File: config.mk
export PLATFORM = sky130hd
export DESIGN_NAME = pipe_fetch_flat
export DESIGN_NICKNAME = d
export VERILOG_FILES = /design/src/rtl/pipe_fetch_pkg.sv /design/src/rtl/pipe_fetch_if.sv /design/src/rtl/pipe_ifid_reg.sv /design/src/rtl/pipe_fetch.sv /design/src/flat_wrapper.sv
export SDC_FILE = /design/constraint.sdc
export NUM_CORES = 1
export LEC_CHECK = 0
export ABC_AREA = 1
export CAP_MARGIN = 30
export CORE_AREA = 2 2 136 138
export CTS_BUF_LIST = sky130_fd_sc_hd__clkbuf_4
export CTS_CLUSTER_SIZE = 24
export DETAILED_ROUTE_END_ITERATION = 10
export DIE_AREA = 0 0 138 140
export PLACE_DENSITY = 0.84
export SYNTH_ARGS = -nofsm -noshare
export SYNTH_HDL_FRONTEND = slang
export SYNTH_SLANG_ARGS = --single-unit
File: constraint.sdc
create_clock -name clk -period 16.52 [get_ports clk]
set_input_delay 3.304 -clock clk [delete_from_list [all_inputs] [get_ports clk]]
set_output_delay 3.304 -clock clk [all_outputs]
set_load 0.03 [all_outputs]
File: src/rtl/pipe_fetch_pkg.sv
// Shared definitions for the instruction-fetch stage: FSM encoding, reset
// vector, NOP word and next-PC select codes.
package pipe_fetch_pkg;

  typedef enum logic [1:0] {
    ST_IDLE  = 2'd0,
    ST_FETCH = 2'd1,
    ST_HOLD  = 2'd2
  } fetch_state_e;

  localparam logic [31:0] RESET_VECTOR = 32'h0000_0000;
  localparam logic [31:0] NOP          = 32'h0000_0000;

  localparam logic [1:0] PCS_SEQ = 2'b00;
  localparam logic [1:0] PCS_BR  = 2'b01;
  localparam logic [1:0] PCS_JR  = 2'b10;
  localparam logic [1:0] PCS_J   = 2'b11;

  function automatic logic [31:0] pc_plus4(input logic [31:0] p);
    return p + 32'd4;
  endfunction

endpackage

File: src/rtl/pipe_fetch_if.sv
// Signal bundle between the fetch stage, instruction memory and the ID stage.
interface pipe_fetch_if;
  logic        nostall;
  logic [1:0]  pcsource;
  logic [31:0] bpc;
  logic [31:0] jpc;
  logic [31:0] ra;
  logic        imem_req;
  logic [31:0] imem_addr;
  logic        imem_ack;
  logic [31:0] imem_rdata;
  logic [31:0] dpc4;
  logic [31:0] inst;
  logic        dvalid;
  logic [31:0] pc;

  modport master (
    input  nostall, pcsource, bpc, jpc, ra, imem_ack, imem_rdata,
    output imem_req, imem_addr, dpc4, inst, dvalid, pc
  );

  modport slave (
    output nostall, pcsource, bpc, jpc, ra, imem_ack, imem_rdata,
    input  imem_req, imem_addr, dpc4, inst, dvalid, pc
  );
endinterface

File: src/rtl/pipe_ifid_reg.sv
// IF/ID pipeline register: load takes priority over clear; clear turns the
// slot into a NOP bubble but keeps dpc4.
module pipe_ifid_reg
  import pipe_fetch_pkg::*;
(
  input  logic        clk,
  input  logic        rst,
  input  logic        load,
  input  logic        clear,
  input  logic [31:0] inst_in,
  input  logic [31:0] dpc4_in,
  output logic [31:0] inst,
  output logic [31:0] dpc4,
  output logic        dvalid
);

  logic [31:0] inst_q, inst_d;
  logic [31:0] dpc4_q, dpc4_d;
  logic        dvalid_q, dvalid_d;

  always_comb begin
    inst_d   = inst_q;
    dpc4_d   = dpc4_q;
    dvalid_d = dvalid_q;
    if (load) begin
      inst_d   = inst_in;
      dpc4_d   = dpc4_in;
      dvalid_d = 1'b1;
    end else if (clear) begin
      inst_d   = NOP;
      dvalid_d = 1'b0;
    end
  end

  always_ff @(posedge clk or posedge rst) begin
    if (rst) begin
      inst_q   <= NOP;
      dpc4_q   <= 32'h0000_0000;
      dvalid_q <= 1'b0;
    end else begin
      inst_q   <= inst_d;
      dpc4_q   <= dpc4_d;
      dvalid_q <= dvalid_d;
    end
  end

  assign inst   = inst_q;
  assign dpc4   = dpc4_q;
  assign dvalid = dvalid_q;

endmodule

File: src/rtl/pipe_fetch.sv
// Instruction fetch stage: PC, one-word hold buffer for stalled returns, and
// a deferred redirect so a branch resolved before its delay slot arrives still lands.
module pipe_fetch
  import pipe_fetch_pkg::*;
(
  input  logic         clk,
  input  logic         rst,
  pipe_fetch_if.master fif
);

  fetch_state_e state_q, state_d;
  logic [31:0]  pc_q, pc_d;
  logic [31:0]  hold_q, hold_d;
  logic         redir_pending_q, redir_pending_d;
  logic [31:0]  redir_tgt_q, redir_tgt_d;

  logic        accept, consume, redirect, load, clear;
  logic [31:0] sel_tgt, next_pc, load_word;
  logic [31:0] ifid_inst, ifid_dpc4;
  logic        ifid_dvalid;

  always_comb begin
    accept   = ~ifid_dvalid | fif.nostall;
    consume  = ifid_dvalid & fif.nostall;
    redirect = consume && (fif.pcsource != PCS_SEQ);

    case (fif.pcsource)
      PCS_BR:  sel_tgt = fif.bpc;
      PCS_JR:  sel_tgt = fif.ra;
      PCS_J:   sel_tgt = fif.jpc;
      default: sel_tgt = pc_plus4(pc_q);
    endcase

    if (redirect)             next_pc = sel_tgt;
    else if (redir_pending_q) next_pc = redir_tgt_q;
    else                      next_pc = pc_plus4(pc_q);
  end

  always_comb begin
    state_d         = state_q;
    pc_d            = pc_q;
    hold_d          = hold_q;
    redir_pending_d = redir_pending_q;
    redir_tgt_d     = redir_tgt_q;
    load            = 1'b0;
    load_word       = hold_q;

    case (state_q)
      ST_IDLE: state_d = ST_FETCH;
      ST_FETCH: begin
        if (fif.imem_ack) begin
          if (accept) begin
            load      = 1'b1;
            load_word = fif.imem_rdata;
          end else begin
            hold_d  = fif.imem_rdata;
            state_d = ST_HOLD;
          end
        end
      end
      ST_HOLD: begin
        if (accept) begin
          load    = 1'b1;
          state_d = ST_FETCH;
        end
      end
      default: state_d = ST_IDLE;
    endcase

    // A redirect seen without a load must wait for the delay-slot word.
    if (load) begin
      pc_d            = next_pc;
      redir_pending_d = 1'b0;
    end else if (redirect) begin
      redir_pending_d = 1'b1;
      redir_tgt_d     = sel_tgt;
    end

    clear = consume & ~load;
  end

  always_ff @(posedge clk or posedge rst) begin
    if (rst) begin
      state_q         <= ST_IDLE;
      pc_q            <= RESET_VECTOR;
      hold_q          <= 32'h0000_0000;
      redir_pending_q <= 1'b0;
      redir_tgt_q     <= 32'h0000_0000;
    end else begin
      state_q         <= state_d;
      pc_q            <= pc_d;
      hold_q          <= hold_d;
      redir_pending_q <= redir_pending_d;
      redir_tgt_q     <= redir_tgt_d;
    end
  end

  pipe_ifid_reg u_ifid (
    .clk     (clk),
    .rst     (rst),
    .load    (load),
    .clear   (clear),
    .inst_in (load_word),
    .dpc4_in (pc_plus4(pc_q)),
    .inst    (ifid_inst),
    .dpc4    (ifid_dpc4),
    .dvalid  (ifid_dvalid)
  );

  assign fif.imem_req  = (state_q == ST_FETCH);
  assign fif.imem_addr = pc_q;
  assign fif.pc        = pc_q;
  assign fif.inst      = ifid_inst;
  assign fif.dpc4      = ifid_dpc4;
  assign fif.dvalid    = ifid_dvalid;

endmodule
File: src/flat_wrapper.sv
// flat-port wrapper written by rule: the top's interface ports become plain ports
module pipe_fetch_flat import pipe_fetch_pkg::*;
  (clk, rst, fif_nostall, fif_pcsource, fif_bpc, fif_jpc, fif_ra, fif_imem_ack, fif_imem_rdata, fif_imem_req, fif_imem_addr, fif_dpc4, fif_inst, fif_dvalid, fif_pc);
  pipe_fetch_if fif_i ();
  input  logic clk;
  input  logic rst;
  input wire logic [$bits(fif_i.nostall)-1:0] fif_nostall;
  input wire logic [$bits(fif_i.pcsource)-1:0] fif_pcsource;
  input wire logic [$bits(fif_i.bpc)-1:0] fif_bpc;
  input wire logic [$bits(fif_i.jpc)-1:0] fif_jpc;
  input wire logic [$bits(fif_i.ra)-1:0] fif_ra;
  input wire logic [$bits(fif_i.imem_ack)-1:0] fif_imem_ack;
  input wire logic [$bits(fif_i.imem_rdata)-1:0] fif_imem_rdata;
  output wire logic [$bits(fif_i.imem_req)-1:0] fif_imem_req;
  output wire logic [$bits(fif_i.imem_addr)-1:0] fif_imem_addr;
  output wire logic [$bits(fif_i.dpc4)-1:0] fif_dpc4;
  output wire logic [$bits(fif_i.inst)-1:0] fif_inst;
  output wire logic [$bits(fif_i.dvalid)-1:0] fif_dvalid;
  output wire logic [$bits(fif_i.pc)-1:0] fif_pc;
  assign fif_i.nostall = fif_nostall;
  assign fif_i.pcsource = fif_pcsource;
  assign fif_i.bpc = fif_bpc;
  assign fif_i.jpc = fif_jpc;
  assign fif_i.ra = fif_ra;
  assign fif_i.imem_ack = fif_imem_ack;
  assign fif_i.imem_rdata = fif_imem_rdata;
  assign fif_imem_req = fif_i.imem_req;
  assign fif_imem_addr = fif_i.imem_addr;
  assign fif_dpc4 = fif_i.dpc4;
  assign fif_inst = fif_i.inst;
  assign fif_dvalid = fif_i.dvalid;
  assign fif_pc = fif_i.pc;
  pipe_fetch u_core (.clk(clk), .rst(rst), .fif(fif_i));
endmodule
=== After elaboration in Yosys (flattened, before gate mapping) ===
Cells that the tools add are included.

* Add/subtract/negate cells: 1
* Eq/ne operators: 8
* Muxes and demuxes: 19
* Bitwise operators: 6
* Reductions and logical operators: 8

{| class="wikitable"
|+ Operator list
! kind !! number
|-
| $mux W32 || 7
|-
| $pmux W32 S3 || 1
|-
| $add A32 B3 Y32 const B || 1
|-
| $eq A2 B2 Y1 const B || 3
|-
| $mux W1 || 6
|-
| $mux W2 || 3
|-
| $pmux W2 S3 || 1
|-
| $reduce_and A3 Y1 || 2
|-
| $reduce_bool A2 Y1 || 3
|-
| $eq A2 B1 Y1 const B || 2
|-
| $ne A2 B2 Y1 const B || 2
|-
| $not A1 Y1 || 3
|-
| $and A1 B1 Y1 || 2
|-
| $logic_not A2 Y1 || 1
|-
| $ne A2 B1 Y1 const B || 1
|-
| $pmux W1 S2 || 1
|-
| $reduce_and A2 Y1 || 1
|-
| $logic_and A1 B1 Y1 || 1
|-
| $or A1 B1 Y1 || 1
|}

* Flip-flop bits (word level): 164
* Input port bits: 134
* Output and inout port bits: 130
* Word-level logic and storage cells: 50

=== Logic depth before layout (Yosys ltp) ===
Gate-level depths: netlist of run 1.

* Word-level depth: 9
* Depth in mapped cells: 12
* Mapped depth without buffers: 12

=== Hierarchy ===
A second synthesis of run 1 with hierarchy kept.

* Cell total of the unflattened synthesis: 1,289
* Area total of the unflattened synthesis: 9,362.7 µm²

{| class="wikitable"
|+ By module, submodules not included
! module !! times used !! cells each !! area each (µm²)
|-
| pipe_fetch || 1 || 1,014 || 6,911.6
|-
| pipe_ifid_reg || 1 || 275 || 2,451.1
|}

=== Worst setup path before layout of run 1 ===
OpenSTA, ideal clock, no wires.

* Path kind: in2reg
* Start: input fif_imem_ack
* End: register u_core.hold_q[10]
* Library setup time: 0.125 ns
* Data arrival time: 4.266 ns
* Required time: 16.395 ns
* Slack: 12.130 ns
* Cell stages on the path: 5
* Cells stage by stage: nand2_1 > clkinv_1 > nand3_1 > buf_2 > mux2_2

* Word-level cells in the longest chain between the ends: 1

{| class="wikitable"
|+ RTL lines
! item !! line !! text
|-
| start, declared || flat_wrapper.sv:12 || <nowiki>input wire logic [$bits(fif_i.imem_ack)-1:0] fif_imem_ack;</nowiki>
|-
| $reduce_and A3 Y1 (no source line) || n/a ||
|-
| end signal, assigned || pipe_fetch.sv:92 || <nowiki>hold_q <= hold_d;</nowiki>
|-
| end, declared || pipe_fetch.sv:13 || <nowiki>logic [31:0] hold_q, hold_d;</nowiki>
|}

Every way passes these cells.
A chain may end at the register's enable or synchronous reset.

=== Worst setup path after layout of run 1 ===
* Start: input fif_nostall
* End: register u_core.redir_tgt_q[19]

* Word-level cells in the longest chain between the ends: 6
* Elaborated cells between the ends (all ways): 8
* Classes of those cells: mux (3); bitwise (3); reduce/logical (2)

{| class="wikitable"
|+ RTL lines
! item !! line !! text
|-
| start, declared || flat_wrapper.sv:7 || <nowiki>input wire logic [$bits(fif_i.nostall)-1:0] fif_nostall;</nowiki>
|-
| $or A1 B1 Y1 || pipe_fetch.sv:23 || <nowiki>accept = ~ifid_dvalid | fif.nostall;</nowiki>
|-
| $mux W1 || pipe_fetch.sv:52, pipe_fetch.sv:62 ||
|-
| $mux W1 || pipe_fetch.sv:51 || <nowiki>if (fif.imem_ack) begin</nowiki>
|-
| $pmux W1 S2 || pipe_fetch.sv:48 || <nowiki>case (state_q)</nowiki>
|-
| $not A1 Y1 (no source line) || n/a ||
|-
| $reduce_and A2 Y1 (no source line) * || n/a ||
|-
| end signal, assigned || pipe_fetch.sv:94 || <nowiki>redir_tgt_q <= redir_tgt_d;</nowiki>
|-
| end, declared || pipe_fetch.sv:15 || <nowiki>logic [31:0] redir_tgt_q, redir_tgt_d;</nowiki>
|}

Mark *: on every way between the ends. The rest lies on a longest branch, timed or not.

==> impl_metrics.tcl, run 1 <==
set metrics [dict create \
    portBuffers 263 \
    die_w_um 138 \
    end_kind "flop" \
    clk_transition_reported_paths_ns 0.14 \
    critPathMaxStageDelay_ns 0.74 \
    setup_viol 0 \
    viasPerCell 5.43 \
    hold_ws_ns 0.494 \
    syn_to_final_growth_pct 31.4 \
    num-nets-final 1449 \
    gp_congestion 0.938 \
    via_count 8433 \
    drive_above_1_share_pct 7.33 \
    cts.sinks 164 \
    cp.required_ns 17.01 \
    fp.dieArea_sq_um 19300 \
    syn-instance-count 1115 \
    grt_pass1_vias 8071 \
    final_antenna_net_count 0 \
    r2r_end "u_core.redir_tgt_q[19]" \
    fp-row-count 49 \
    synthFlopType "dfrtp_1" \
    yosysMostFrequentCell "nand2_1" \
    synth_top_area_share_pct 46.7 \
    min_period_ns 6.13 \
    synth_top_area_cell "dfrtp_1" \
    first_pass_iters 5 \
    synth_common_cells "nand2_1, dfrtp_1, nand3_1" \
    min_path_cells 2 \
    rr_worst_depth 9 \
    worstSetupPathType "input port to flop" \
    yosys_register_bits 164 \
    clk_latency_ns 0.57 \
    arrival_ns 6.62 \
    grt_antenna_before_repair 1 \
    p_per_area_nw_per_um2 173 \
    track_usage_pct 26.9 \
    reg2reg_setup_slack_ns 12.94 \
    seq_area_frac_synth_pct 46.7 \
    post-route-period-util_pct 37.1 \
    start_kind "input port" \
    cp_cell_sequence "clkdlybuf4s50_1 -> inv_1 -> nand2_2 -> nand2_4 -> buf_4 -> nand2_2 -> inv_2 -> nand2_1 -> o21ai_0" \
    cap_violations 0 \
    wl_per_cell_um 16.8 \
    synth.distinct_cells 35 \
    htreeDepth 4 \
    p_leak_nw 5.24 \
    grt_setup_unrepaired "no" \
    start_util_pct 49.4 \
    cts_setup_buffers 0 \
    tns_ns 0 \
    worstHoldStart "u_core.u_ifid.dpc4[30]" \
    dp_hpwl_mm 19.0 \
    core_area_sq_um 17800 \
    first_iter_violations 647 \
    cts_tree "yes" \
    io_pins 264 \
    cp_max_fo 81 \
    reg2reg_from "u_core.state_q[1]" \
    place_ws_ns 9.87 \
    path_common_cell "nand2_2" \
    cts_buffer_depth 2 \
    finalMaxSlewViolations 0 \
    cts-root-buf "clkbuf_4" \
    timing.fmax_mhz 163 \
    grt_pass1_wl_mm 42.1 \
    cts.repair.resized 0 \
    hold_class "flop to flop" \
    finalHoldViolations 0 \
    synth_nets 1253 \
    slew_headroom_pct 38.9 \
    synth_warnings 0 \
    synth_edf_count 0 \
    fin_skew_ns 0.0143 \
    gr-total-overflow 0 \
    utilization_pct 64.9 \
    syn_avg_cell_area_sq_um 7.88 \
    netlist_area_sq_um 8780 \
    die_h_um 140 \
    slowest_stage "buf_4" \
    whs_endpoint "u_core.u_ifid.dpc4[30]" \
    synthTopCellsByArea "dfrtp_1, nand2_1, nand3_1" \
    tightest_slew_ns 0.917 \
    grt_max_degree 104 \
    cts_inserted_buffers 17 \
    drt_wl_total_mm 26.1 \
    post-route-drc-count 0 \
    ctsHoldBuffers 0 \
    total_power_mw 2.00 \
    setup_slack_ns 10.39 \
    async_flop_share_pct 100 \
    status "completed" \
    vdd_drop_max_uv 106 \
]
==> cells by family after synthesis <==
kind of cell	after synthesis	synth area share [%]
buf+inv	147	8.76
mux	32	4.10
compound gates	204	12.8
flops	164	46.7
xor+xnor	12	1.20
fa+ha+maj	4	0.570
simple gates	552	25.9
==> registers in the layout, indices dropped and copies added (netlist names) <==
register	cells
u_core.fif.imem_addr	32
u_core.hold_q	32
u_core.redir_tgt_q	32
u_core.u_ifid.dpc4	32
u_core.u_ifid.inst	32
u_core.state_q	2
u_core.redir_pending_q	1
u_core.u_ifid.dvalid	1
==> worst max-delay path: cells and delay by family <==
| family | cells | cell delay, ns |
|---|---|---|
| AOI/OAI and AO/OA | 1 | 0.09 |
| and+or+nand+nor | 4 | 1.31 |
| buffers and inverters | 4 | 1.87 |
==> metal layers <==
metal	wire length (um)	vias to the layer above	part of all wire, %	GRT usage, %
met5	0	-	0	0
met3	2540	44	9.8	7.62
li1	-	4016	-	-
met4	480	0	1.8	8.43
met2	12400	410	47	43.6
met1	10700	3963	41	35.3
==> layout by cell type (no fill, tap or decap), types with 5 or more instances in the layout <==
| cell | n |
|---|---|
| a21oi_1 | 47 |
| clkbuf_4 | 17 |
| clkdlybuf4s50_1 | 263 |
| clkinvlp_4 | 5 |
| dfrtp_1 | 164 |
| inv_1 | 43 |
| inv_2 | 6 |
| inv_6 | 5 |
| mux2_2 | 32 |
| nand2_1 | 394 |
| nand2_2 | 6 |
| nand3_1 | 79 |
| nand3b_1 | 5 |
| nor2_1 | 53 |
| nor2_2 | 6 |
| o21a_1 | 5 |
| o21ai_0 | 70 |
| o21ai_1 | 31 |
| o22ai_1 | 34 |
| xnor2_1 | 7 |
| xor2_1 | 5 |
==> metrics by stage <==
stage	std cells	cell area (sq um)
floorplan	1115	8780
global placement	1517	11200
detailed placement	1521	11300
CTS	1553	11500
global route	1554	11500
finish	1554	11500
==> cell type report <==
cell class              instances  area, sq um
fillers                      1513         6230
inverters                      53          206
flip-flops and latches        164         4100
diodes                          1         2.50
multi-input cells             804         3920
repair buffers                271         2770
well taps                     229          287
clock buffers                  17          128
clock inverters                15          130
==> where the power goes <==
part	switching (mW)	internal (mW)	total, mW
logic	0.619	0.434	1.05
clock network	0.150	0.0750	0.225
registers	0.147	0.572	0.718
total	0.916	1.08	2.00
==> how the worst max path moves through the flow <==
stage,startpoint,endpoint,slack (ns),cells past startpoint
floorplan,rst,u_core.fif.imem_addr[0],8.78,1
global placement,fif_nostall,u_core.redir_tgt_q[18],9.94,8
detailed placement,fif_nostall,u_core.redir_tgt_q[24],9.87,8
CTS,fif_nostall,u_core.redir_tgt_q[0],10.47,9
global route,fif_nostall,u_core.redir_tgt_q[1],10.04,9
finish,fif_nostall,u_core.redir_tgt_q[19],10.39,9
Note: power is estimated with default switching activity, not from simulation.
==> run 2, diff against run 1 <==
--- a/config.mk
+++ b/config.mk
@@ -7,12 +7,12 @@
 export LEC_CHECK = 0
 export ABC_AREA = 1
 export CAP_MARGIN = 30
-export CORE_AREA = 2 2 136 138
+export CORE_AREA = 2 2 137 139
 export CTS_BUF_LIST = sky130_fd_sc_hd__clkbuf_4
 export CTS_CLUSTER_SIZE = 24
 export DETAILED_ROUTE_END_ITERATION = 10
-export DIE_AREA = 0 0 138 140
-export PLACE_DENSITY = 0.84
+export DIE_AREA = 0 0 139 141
+export PLACE_DENSITY = 0.83
 export SYNTH_ARGS = -nofsm -noshare
 export SYNTH_HDL_FRONTEND = slang
 export SYNTH_SLANG_ARGS = --single-unit
==> constraint.sdc (replaced) <==
create_clock -name clk -period 5.65 [get_ports clk]
set_input_delay 1.13 -clock clk [delete_from_list [all_inputs] [get_ports clk]]
set_output_delay 1.13 -clock clk [all_outputs]
set_load 0.03 [all_outputs]
==> run 2 against run 1 <==
  * Combinational power rose to 2.9 times the previous value
  * Sequential power rose to 2.9 times the previous value
  * Hold slack better by 0.0015 ns
  * Register-to-register slack worse by 10 ns
  * Clock power rose to 3.4 times the previous value
  * Critical path depth unchanged
==> impl_metrics.tcl, run 2 (synthesis results as in run 1) <==
set metrics [dict create \
    htreeDepth 4 \
    wl_per_cell_um 16.6 \
    cts_inserted_buffers 17 \
    drive_above_1_share_pct 7.26 \
    cts_buffer_depth 2 \
    track_usage_pct 26.5 \
    p_per_area_nw_per_um2 511 \
    start_kind "input port" \
    grt_max_degree 85 \
    grt_setup_unrepaired "no" \
    clk_transition_reported_paths_ns 0.14 \
    grt_pass1_wl_mm 41.6 \
    p_int_mw 3.28 \
    top_layer "met5" \
    die_h_um 141 \
    grt_antenna_before_repair 3 \
    cts.repair.resized 0 \
    finalMaxSlewViolations 0 \
    via_count 8355 \
    ctsHoldBuffers 0 \
    cp_max_fo 53 \
    post-route-drc-count 0 \
    viasPerCell 5.36 \
    start_util_pct 48.1 \
    syn_to_final_growth_pct 31.8 \
    cts_setup_buffers 0 \
    p_sw_mw 2.64 \
    power.share.clock_pct 12.9 \
    clk_latency_ns 0.55 \
    portBuffers 263 \
    status "completed" \
    final_antenna_net_count 0 \
    slew_headroom_pct 38.7 \
    final_common_cell "nand2_1" \
    arrival_ns 3.97 \
    finalHoldViolations 0 \
    die_w_um 139 \
    switching_share_pct 44.7 \
    min_period_ns 3.51 \
    cts_tree "yes" \
    tightest_slew_ns 0.919 \
    p_leak_nw 5.25 \
    tns_ns 0 \
    end_kind "flop" \
    timing.fmax_mhz 285 \
    first_pass_iters 5 \
    num-fill-cells 1597 \
    gp_congestion 0.924 \
    hold_class "flop to flop" \
    final_cell_mix "nand2_1, clkdlybuf4s50_1, dfrtp_1" \
    vdd_drop_max_uv 314 \
    cap_violations 0 \
    seqPwrFrac_pct 35.3 \
    num-nets-final 1449 \
    drt_wl_total_mm 25.8 \
    io_pins 264 \
    post-route-period-util_pct 62.1 \
    cts.sinks 164 \
    grt_pass1_vias 8037 \
    fp.dieArea_sq_um 19600 \
    fp-row-count 50 \
    total_power_mw 5.92 \
    fin_skew_ns 0.0251 \
    dp_hpwl_mm 18.7 \
    wl_met3_mm 2.55 \
    setup_viol 0 \
    met1Wirelength_mm 10.6 \
    combPwrFrac_pct 51.8 \
    core_area_sq_um 18300 \
    first_iter_violations 678 \
    cts-root-buf "clkbuf_4" \
    cp.required_ns 6.11 \
    wl_met2_mm 12.2 \
    worstSetupPathType "input port to flop" \
    gr-total-overflow 0 \
]
run 2: path summary, 6_finish.rpt:
path | from | to | slack [ns] | depth (start not counted)
setup reg to reg | u_core.state_q[1] | u_core.redir_tgt_q[1] | 2.60 | 9
min in group asynchronous | rst | u_core.u_ifid.inst[15] | 1.08 | 2
max in group asynchronous | rst | u_core.redir_tgt_q[9] | 3.52 | 3
setup / recovery | fif_pcsource[1] | u_core.redir_tgt_q[1] | 2.14 | 9
hold / removal | u_core.u_ifid.dpc4[8] | u_core.u_ifid.dpc4[8] | 0.50 | 2
hold reg to reg | u_core.u_ifid.dpc4[8] | u_core.u_ifid.dpc4[8] | 0.50 | 2
run 2: critical path: stages:
cell and delay [ns]:
clkdlybuf4s50_1 0.55, inv_1 0.21, nand2_2 0.19, nand3_4 0.18, inv_4 0.42, nand2_2 0.54
inv_2 0.51, nand2_1 0.10, o21ai_1 0.11
run 2: metrics by stage:
stage / utilization, % / instances / hold WS, ns / worst slack [ns] / cell area, sq um
after floorplan: - / 1115 / 0.449 / 0.0867 / 8780
after global placement: 61.3 / 1524 / 0.462 / 1.76 / 11200
after detailed placement: 61.6 / 1526 / 0.466 / 1.63 / 11300
after CTS: 63.4 / 1557 / 0.500 / 2.22 / 11600
after global routing: 63.4 / 1559 / 0.524 / 1.93 / 11600
final: 63.4 / 1559 / 0.495 / 2.14 / 11600
run 2: area by class of cell:
| class | instances | area, sq um | share of cell area (%) |
|---|---|---|---|
| clock inverter | 13 | 185 | 1.60 |
| antenna | 2 | 5.00 | 0.0432 |
| sequential | 164 | 4100 | 35.4 |
| timing repair buffer | 271 | 2730 | 23.6 |
| multi-input combinational | 804 | 3920 | 33.9 |
| clock buffer | 18 | 135 | 1.17 |
| tap | 234 | 293 | 2.53 |
| inverter | 53 | 206 | 1.78 |
run 2: per-layer routing:
layer  global-route usage (%)  up-vias
met5                        0        -
met4                     7.34        4
met3                     8.46       36
met2                     43.2      376
met1                     34.3     3921
li1                         -     4018
run 2: power groups by stage:
stage | registers, mW | logic, mW | clock network, mW
after floorplan | 2.50 | 1.59 | 0
after global placement | 2.11 | 2.95 | 0
after detailed placement | 2.10 | 3.06 | 0
after CTS | 2.08 | 3.07 | 0.779
after global routing | 2.16 | 3.32 | 0.828
final | 2.09 | 3.07 | 0.766
==> run 3, diff against run 2 <==
==> constraint.sdc (replaced) <==
create_clock -name clk -period 3.4 [get_ports clk]
set_input_delay 0.68 -clock clk [delete_from_list [all_inputs] [get_ports clk]]
set_output_delay 0.68 -clock clk [all_outputs]
set_load 0.03 [all_outputs]
==> run 3 against run 2 <==
  * Cell area barely moved
  * Die area did not move
  * Critical endpoint is now fif_imem_req
  * Via count rose by 1.8%
  * Sequential power rose by 66%
  * Clock-buffer cell count rose by 1
  * Largest cell class unchanged
  * Wire length rose by 0.97%
  * Highest routed layer unchanged
  * Combinational power rose by 66%
  * Final cell count rose by 0.32%
  * Global-route usage fell by 0.084 points
==> impl_metrics.tcl, run 3 (synthesis results as in run 1) <==
set metrics [dict create \
    status "completed" \
    hold_ws_ns 0.419 \
    dp_hpwl_mm 19.2 \
    end_kind "output pin" \
    viasPerCell 5.44 \
    finalMaxSlewViolations 0 \
    htreeDepth 4 \
    clk_latency_ns 0.56 \
    cap_violations 0 \
    gp_congestion 0.921 \
    start_util_pct 48.1 \
    core_area_sq_um 18300 \
    timing.fmax_mhz 378 \
    post-route-period-util_pct 77.8 \
    track_usage_pct 26.4 \
    min_period_ns 2.64 \
    hold_class "input port to async pin" \
    finalHoldViolations 0 \
    fin_skew_ns 0.0157 \
    critPathMaxStageDelay_ns 0.72 \
    cp_cell_sequence "inv_1 -> ha_1 -> clkdlybuf4s50_1" \
    startpoint "u_core.state_q[1]" \
    gr-total-overflow 0 \
    num-nets-final 1456 \
    cts_tree "yes" \
    reg2reg_setup_slack_ns 1.12 \
    final_cell_mix "nand2_1, clkdlybuf4s50_1, dfrtp_1" \
    slew_headroom_pct 46.8 \
    cts_setup_buffers 0 \
    drive_above_1_share_pct 7.67 \
    clk_transition_reported_paths_ns 0.13 \
    fp-row-count 50 \
    final_antenna_net_count 0 \
    first_iter_violations 602 \
    cp_max_fo 3 \
    cp.required_ns 2.72 \
    die_h_um 141 \
    via_count 8503 \
    r2r_end "u_core.fif.imem_addr[1]" \
    grt_antenna_before_repair 5 \
    fin_cells 1564 \
    grt_pass1_wl_mm 41.4 \
    cts_buffer_depth 2 \
    ctsHoldBuffers 0 \
    reg2reg_from "u_core.redir_pending_q" \
    worstSetupPathType "flop to output pin" \
    grt_pass1_vias 7778 \
    syn_to_final_growth_pct 31.9 \
    fp.dieArea_sq_um 19600 \
    slowest_stage "clkdlybuf4s50_1" \
    p_per_area_nw_per_um2 842 \
    dp.cells 1533 \
    cts_inserted_buffers 17 \
    wl_per_cell_um 16.7 \
    tightest_slew_ns 0.793 \
    io_pins 264 \
    first_pass_iters 5 \
    drt_wl_total_mm 26.1 \
    grt_max_degree 102 \
    cts.sinks 164 \
    final_common_cell "nand2_1" \
    grt_setup_unrepaired "no" \
    vdd_drop_max_uv 535 \
    cts-root-buf "clkbuf_4" \
    rr_worst_depth 6 \
    die_w_um 139 \
    arrival_ns 1.96 \
    cts.repair.resized 0 \
    portBuffers 263 \
    setup_viol 0 \
    start_kind "flop" \
    post-route-drc-count 0 \
    tns_ns 0 \
    p_leak_nw 5.27 \
]
## run 3: cell types whose count changed in the layout (fill, tap and decap cells not counted), moves of 2 or more
| cell | before | now |
|---|---|---|
| buf_16 | 2 | 0 |
| buf_12 | 0 | 3 |
| clkinv_2 | 0 | 4 |
| clkinv_4 | 4 | 1 |
| buf_4 | 6 | 12 |
## run 3: worst max-delay path, delay by kind of cell (launching register included)
family	cells	cell delay, ns
adders and majority gates	1	0.20
DFF	1	0.40
buffers and inverters	2	0.82
## run 3: worst max path at each step
stage                                    to  slack [ns]  cells after the start
floorplan           u_core.fif.imem_addr[0]        0.64                      1
global placement     u_core.redir_tgt_q[10]        0.63                      8
detailed placement   u_core.redir_tgt_q[19]        0.51                      8
CTS                            fif_imem_req        0.71                      3
global route                   fif_imem_req        0.66                      3
finish                         fif_imem_req        0.76                      3
## run 3: per-layer routing
layer | share of wire [%] | GRT usage (%) | vias up | routed length [um]
met3 | 10 | 8.32 | 36 | 2640
met5 | 0.12 | 0 | - | 30
li1 | - | - | 4047 | -
met1 | 40 | 34.2 | 4026 | 10600
met2 | 48 | 43.3 | 390 | 12400
met4 | 1.6 | 7.12 | 4 | 410
## run 3: final cells by class
type | count | area, sq um
well taps | 234 | 293
clock buffers | 19 | 143
clock inverters | 11 | 138
diodes | 1 | 2.50
multi-input cells | 804 | 3920
flip-flops and latches | 164 | 4100
repair buffers | 278 | 2780
fillers | 1580 | 6680
inverters | 53 | 205
## run 3: stage by stage
step	util, %	setup slack, ns	total power, mW	instance area, sq um
6_report	63.4	0.756	9.75	11600
5_1_grt	63.4	0.665	10.4	11600
4_1_cts	63.4	0.713	9.77	11600
3_5_place_dp	61.9	0.507	8.59	11300
3_3_place_gp	61.9	0.630	8.44	11300
2_1_floorplan	-	0.635	6.79	8790
## run 3: power breakdown
| part | internal, mW | switching (mW) |
|---|---|---|
| Combinational | 2.08 | 3.03 |
| Clock | 0.511 | 0.661 |
| Sequential | 2.78 | 0.685 |
| Total | 5.37 | 4.38 |
